===== config.mk =====
export PLATFORM = sky130hd
export DESIGN_NAME = throughout_stim_gen
export DESIGN_NICKNAME = d
export VERILOG_FILES = /design/src/rtl/throughout_stim_pkg.sv /design/src/rtl/throughout_stim_gen.sv
export SDC_FILE = /design/constraint.sdc
export NUM_CORES = 1
export LEC_CHECK = 0
export ABC_AREA = 1
export CAP_MARGIN = 30
export CORE_MARGIN = 8
export CORE_UTILIZATION = 57
export DETAILED_ROUTE_END_ITERATION = 16
export PLACE_DENSITY = 0.84
export SLEW_MARGIN = 25
export SYNTH_ARGS = -nofsm -noshare
export SYNTH_HDL_FRONTEND = slang
export SYNTH_SLANG_ARGS = --single-unit

===== constraint.sdc =====
create_clock -name clk -period 3.3 [get_ports clk]
set_input_delay 0.495 -clock clk [delete_from_list [all_inputs] [get_ports clk]]
set_output_delay 0.495 -clock clk [all_outputs]
set_load 0.01 [all_outputs]

===== src/rtl/throughout_stim_pkg.sv =====
// -----------------------------------------------------------------------------
// throughout_stim_pkg
//   Shared types for the throughout_stim_gen burst transmitter: FSM state
//   encoding, fault-injection kind codes and the per-burst configuration
//   record captured when a burst is requested.
// -----------------------------------------------------------------------------
package throughout_stim_pkg;

    // Width of the burst-length / fault-index fields held in burst_cfg_t.
    // The generator's CNT_W parameter is expected to equal this value.
    localparam int CFG_CNT_W = 4;

    typedef enum logic [1:0] {
        ST_IDLE  = 2'd0,
        ST_BURST = 2'd1,
        ST_GAP   = 2'd2
    } state_t;

    // Fault kinds selected by inj_kind.
    localparam logic INJ_DROP_B = 1'b0;   // b low for one cycle, burst runs on
    localparam logic INJ_DROP_A = 1'b1;   // a low for one cycle, burst aborts

    typedef struct packed {
        logic [CFG_CNT_W-1:0] reps_eff;   // effective burst length, never 0
        logic                 inj_en;
        logic                 inj_kind;
        logic [CFG_CNT_W-1:0] inj_idx;
    } burst_cfg_t;

endpackage : throughout_stim_pkg


===== src/rtl/throughout_stim_gen.sv =====
// -----------------------------------------------------------------------------
// throughout_stim_gen
//   Drives a/b/c bursts for `$rose(a) ##0 (a throughout b[*N])` checkers.
//   A start request in IDLE launches a burst: a and b high for reps_eff
//   consecutive cycles (c marks the last one), then GAP idle cycles with
//   everything low so the next burst shows a fresh rising edge on a.
//   Optional fault injection drops b (burst continues) or a (burst aborts)
//   on one selected burst cycle.
//
// Ports
//   clk        in   rising-edge clock
//   rst        in   synchronous active-high reset
//   start      in   burst request, sampled only in IDLE
//   reps       in   burst length, 0 selects B_REPS (latched at start)
//   inj_en     in   enable fault injection for this burst (latched)
//   inj_kind   in   0 = drop b, 1 = drop a (latched)
//   inj_idx    in   0-based burst cycle that receives the fault (latched)
//   a, b, c    out  checker stimulus; c marks the final burst cycle
//   busy       out  high while not in IDLE
//   done       out  one-cycle pulse on the first GAP cycle
//   burst_cnt  out  completed (normal or aborted) bursts, wraps
//
// All outputs are registered. They are computed from the *next* state so
// that a burst becomes visible on the cycle right after start is sampled.
// -----------------------------------------------------------------------------
module throughout_stim_gen
    import throughout_stim_pkg::*;
#(
    parameter int B_REPS = 3,
    parameter int CNT_W  = 4,
    parameter int GAP    = 1,     // must be >= 1
    parameter int BCNT_W = 16
) (
    input  logic              clk,
    input  logic              rst,
    input  logic              start,
    input  logic [CNT_W-1:0]  reps,
    input  logic              inj_en,
    input  logic              inj_kind,
    input  logic [CNT_W-1:0]  inj_idx,
    output logic              a,
    output logic              b,
    output logic              c,
    output logic              busy,
    output logic              done,
    output logic [BCNT_W-1:0] burst_cnt
);

    localparam int               GAP_W    = (GAP > 1) ? $clog2(GAP) : 1;
    localparam logic [CNT_W-1:0] B_REPS_C = CNT_W'(B_REPS);
    localparam logic [GAP_W-1:0] GAP_LAST = GAP_W'(GAP - 1);

    state_t             state, state_n;
    logic [CNT_W-1:0]   cnt, cnt_n;
    logic [GAP_W-1:0]   gap_cnt, gap_cnt_n;
    burst_cfg_t         cfg, cfg_n;

    logic last, abort, finish;
    logic inj_hit_n;
    logic a_n, b_n, c_n;

    // -------------------------------------------------------------------------
    // Next-state logic
    // -------------------------------------------------------------------------
    always_comb begin
        // NOTE: every signal gets a default before the case so no path leaves
        // it unassigned; that is what keeps this block free of latches.
        state_n   = state;
        cnt_n     = cnt;
        gap_cnt_n = gap_cnt;
        cfg_n     = cfg;
        finish    = 1'b0;

        last  = (cnt == cfg.reps_eff - CNT_W'(1));
        abort = cfg.inj_en && (cfg.inj_kind == INJ_DROP_A) && (cnt == cfg.inj_idx);

        case (state)
            ST_IDLE: begin
                if (start) begin
                    cfg_n.reps_eff = (reps == '0) ? B_REPS_C : reps;
                    cfg_n.inj_en   = inj_en;
                    cfg_n.inj_kind = inj_kind;
                    cfg_n.inj_idx  = inj_idx;
                    cnt_n          = '0;
                    state_n        = ST_BURST;
                end
            end
            ST_BURST: begin
                if (last || abort) begin
                    state_n   = ST_GAP;
                    gap_cnt_n = '0;
                    finish    = 1'b1;
                end else begin
                    cnt_n = cnt + CNT_W'(1);
                end
            end
            ST_GAP: begin
                if (gap_cnt == GAP_LAST) begin
                    state_n = ST_IDLE;
                end else begin
                    gap_cnt_n = gap_cnt + GAP_W'(1);
                end
            end
            default: state_n = ST_IDLE;
        endcase
    end

    // -------------------------------------------------------------------------
    // Output lookahead: what the pins must show in the cycle that follows the
    // coming edge. Outside BURST cnt_n is stale, so everything is gated.
    // -------------------------------------------------------------------------
    always_comb begin
        inj_hit_n = cfg_n.inj_en && (cnt_n == cfg_n.inj_idx);
        a_n = (state_n == ST_BURST) && !(inj_hit_n && (cfg_n.inj_kind == INJ_DROP_A));
        b_n = (state_n == ST_BURST) && !(inj_hit_n && (cfg_n.inj_kind == INJ_DROP_B));
        c_n = (state_n == ST_BURST) &&
              ((cnt_n == cfg_n.reps_eff - CNT_W'(1)) ||
               (inj_hit_n && (cfg_n.inj_kind == INJ_DROP_A)));
    end

    // -------------------------------------------------------------------------
    // State and output registers
    // -------------------------------------------------------------------------
    // NOTE: sequential state uses non-blocking assignments so every register
    // samples the pre-edge values, independent of statement order.
    always_ff @(posedge clk) begin
        if (rst) begin
            // NOTE: reset covers every register including the latched
            // configuration; an aborted burst must not leak into the next.
            state     <= ST_IDLE;
            cnt       <= '0;
            gap_cnt   <= '0;
            cfg       <= '0;
            a         <= 1'b0;
            b         <= 1'b0;
            c         <= 1'b0;
            busy      <= 1'b0;
            done      <= 1'b0;
            burst_cnt <= '0;
        end else begin
            state   <= state_n;
            cnt     <= cnt_n;
            gap_cnt <= gap_cnt_n;
            cfg     <= cfg_n;
            a       <= a_n;
            b       <= b_n;
            c       <= c_n;
            busy    <= (state_n != ST_IDLE);
            done    <= finish;
            if (finish) begin
                burst_cnt <= burst_cnt + BCNT_W'(1);
            end
        end
    end

endmodule : throughout_stim_gen


==> results.txt <==
status - complete, no violations
Top Layer Used - met4
area of the die - 0.005931 mm2
hold_sp - burst_cnt[8]
CTS buffer count - 5
CTS tree - built
Comb power frac - 0.200
WL met2 - 2308 um
Data required, critical path - 3.48 ns
final hold vios - 0
Filler cells - 316
CP top delay family - simple AND/OR/NAND/NOR gates
hpwl dp - 3724 um
switch share - 0.2736
setup TNS - 0 ns
Synth area leaders - dfxtp_1, nand2_1, inv_1
remaining routing DRC violations - 0
Worst Max-Slew Pin Slew - 0.3818 ns
Simple-Gate Fraction of Synth Area - 0.3909
Clock Power Share - 0.365
max-slew violation total from the final report - 0
Crit path top cell by count - nand2_1
Routed Antenna Nets - 0
Post-synth top cells - nand2_1, inv_1, dfxtp_1
CTS HTree Levels - 2
Post-Place Cells - 377
Max FO, Critical Path - 9
xor/xnor share of the synthesized area - 0.02476
CTS clock-pin slew for the worst setup and hold paths - 0.07 ns
CP startpoint kind - flip-flop
ys flop type - dfxtp_1
vias per cell - 5.106
Resized cells post-CTS - 0
cell leakage power - 0.001174 uW
worst vdd ir - 398.3 uV
die height - 77.02 um
RSZ-0062 raised after global routing - no
Crit Path Category - reg -> reg
gpl congestion - 0.8519
Internal - 799.4 uW
crit end category - flip-flop
share of layout cells above drive strength 1 - 0.1662
Critical Path Slowest Stage Cell - dfxtp_1
reg2reg start - cfg[6]
Max Buffers Root-to-Sink - 2
wl on met1 - 2245 um
asr flop ratio synth - 0
Final Util - 0.7204
area leader, netlist - dfxtp_1
Flop pwr share - 0.435
ant diodes - 0
Avg WL per Cell - 12.85 um
Setup-failing EPs final - 0
initial antenna violation count - 0
clk_lat worst skew - 0.29 ns
GR Overflow Total - 0
Power Density - 420.4 mW/mm2
routed wire length - 4949 um
Worst Skew - 0.003304 ns
critical path launch point - cfg[6]
Post-Syn Instances - 299
WP data arrival - 2.42 ns
All-Layer GR Usage - 0.1709
syn avg cell area - 7.097 um2
Seq/Total Area, Yosys - 0.3491
minimum clock period after layout - 2.238 ns
max_cap viols - 0
CP bufs+invs - 3
Rows - 22
routed vias - 1966
Final Net Count - 353
Max Clock Freq - 0.4469 GHz
syn_nets - 316
Sw Pwr - 301.0 uW
area grow syn2layout - 23.35%
port buffer count - 33
Post-Syn Area - 0.002122 mm2
#FFs+latches synth - 37
Post CTS Setup Buffer Count - 0
global-route wire length before repair - 8390 um
1st-pass router iterations - 4
WL met3 - 323 um
number of primary I/O pins - 34
ratio of final minimum period to clock period - 0.6781
CP peak stage delay - 0.43 ns
CTS Hold Bufs - 0
Post-synth EDFFs - 0
main combinational cell family by area after synthesis - simple AND/OR/NAND/NOR gates
vias in the first global route - 1843
critical-path cell list - inv_2 -> ha_1 -> inv_1 -> nand2_1 -> nand2_1 -> nand2_1 -> nor2_2 -> nand2_4 -> nand2_2 -> nand2_4 -> inv_4 -> nand4_4 -> nor2_4 -> nand3_1 -> o21ai_1 -> a21oi_1
root buffer cell - clkbuf_8
most frequent cell after synthesis - nand2_1
Initial Util - 0.5840
clk sinks - 37
initial DRC count - 170
area share of the largest cell type after synthesis - 0.3491
fin cells - 385
DIE WIDTH - 77.02 um
Ys Warns - 0
Synth Area in Compound Gates - 0.1085
Hold Path Class - reg -> reg
Synth cell types - 34
area share of fa/ha/maj cells after synthesis - 0.02358
slew margin rel. - 0.7445
multiplexer share of the synthesized area - 0
CORE AREA - 0.003633 mm2
largest net degree at the start of global routing - 23
## state kept, by name, indices dropped and copies added (netlist names)
register / cells
done: 1
busy: 1
state: 2
cnt: 4
cfg: 10
c: 1
burst_cnt: 16
b: 1
a: 1
## cell usage in the layout (no fill, tap or decap), types with 2 or more instances in the layout
| cell type | n |
|---|---|
| inv_1 | 38 |
| xor2_1 | 4 |
| a21oi_1 | 14 |
| buf_4 | 2 |
| a31oi_1 | 2 |
| dfxtp_1 | 37 |
| nor3_2 | 2 |
| clkbuf_8 | 6 |
| nand2_1 | 67 |
| xnor2_1 | 2 |
| nand2_4 | 3 |
| ha_1 | 4 |
| nand3_2 | 6 |
| inv_4 | 2 |
| nand4_1 | 11 |
| o21ai_0 | 14 |
| nor2_2 | 2 |
| o21ai_2 | 2 |
| nor2_4 | 3 |
| nor2_1 | 27 |
| nand3_1 | 17 |
| nor3_1 | 5 |
| nand2_2 | 7 |
| inv_2 | 10 |
| o21ai_1 | 3 |
| or2_2 | 2 |
| clkdlybuf4s50_1 | 33 |
| a21oi_2 | 3 |
## routing by layer
layer  GRT usage  up-vias
li1            -     1037
met1      0.2148      865
met2      0.2685       56
met3     0.05245        8
met4     0.06038        0
met5           0        -
## logic make-up (layout without fill, tap and decap cells)
kind of cell	count (synthesis)	count (layout)
compound gates	40	40
xor+xnor	6	6
fa+ha+maj	4	4
buf+inv	55	93
flops	37	37
simple gates	157	157
## path summary, 6_finish.rpt
check / to / slack [ns] / depth (start not counted)
worst max register to register: burst_cnt[13] / 1.06 / 16
worst max-delay path: burst_cnt[13] / 1.06 / 16
worst min-delay path: burst_cnt[8] / 0.48 / 2
worst min register to register: burst_cnt[8] / 0.48 / 2
## layout make-up
class | instances | area, um2 | area share
tap | 48 | 60.06 | 0.02294
clock inverter | 1 | 30.03 | 0.01147
multi-input combinational | 207 | 1162 | 0.4441
inverter | 50 | 192.7 | 0.07361
clock buffer | 7 | 86.33 | 0.03298
sequential | 37 | 740.7 | 0.2830
timing repair buffer | 35 | 345.3 | 0.1319
## power groups by stage
stage | logic [uW] | clock network, uW | registers (uW)
after floorplan | 162 | 0 | 488
after global placement | 213 | 0 | 489
after detailed placement | 217 | 0 | 489
after CTS | 219 | 410 | 479
after global routing | 248 | 435 | 481
final | 220 | 401 | 479
## tightest hold or removal path: stages (launching register included)
cell and delay, ns:
dfxtp_1 0.33, inv_1 0.06, a21oi_1 0.05
## per-stage QoR
stage | area, um2 | hold WS (ns) | power (uW) | setup WS [ns]
floorplan | 2122 | 0.4795 | 649.8 | 1.308
global placement | 2501 | 0.4544 | 701.6 | 0.9294
detailed placement | 2501 | 0.4691 | 706.3 | 0.8120
CTS | 2618 | 0.4819 | 1108 | 1.067
global route | 2618 | 0.5199 | 1164 | 0.8277
finish | 2618 | 0.4784 | 1100 | 1.062
Note: power is estimated with default switching activity, not from simulation.
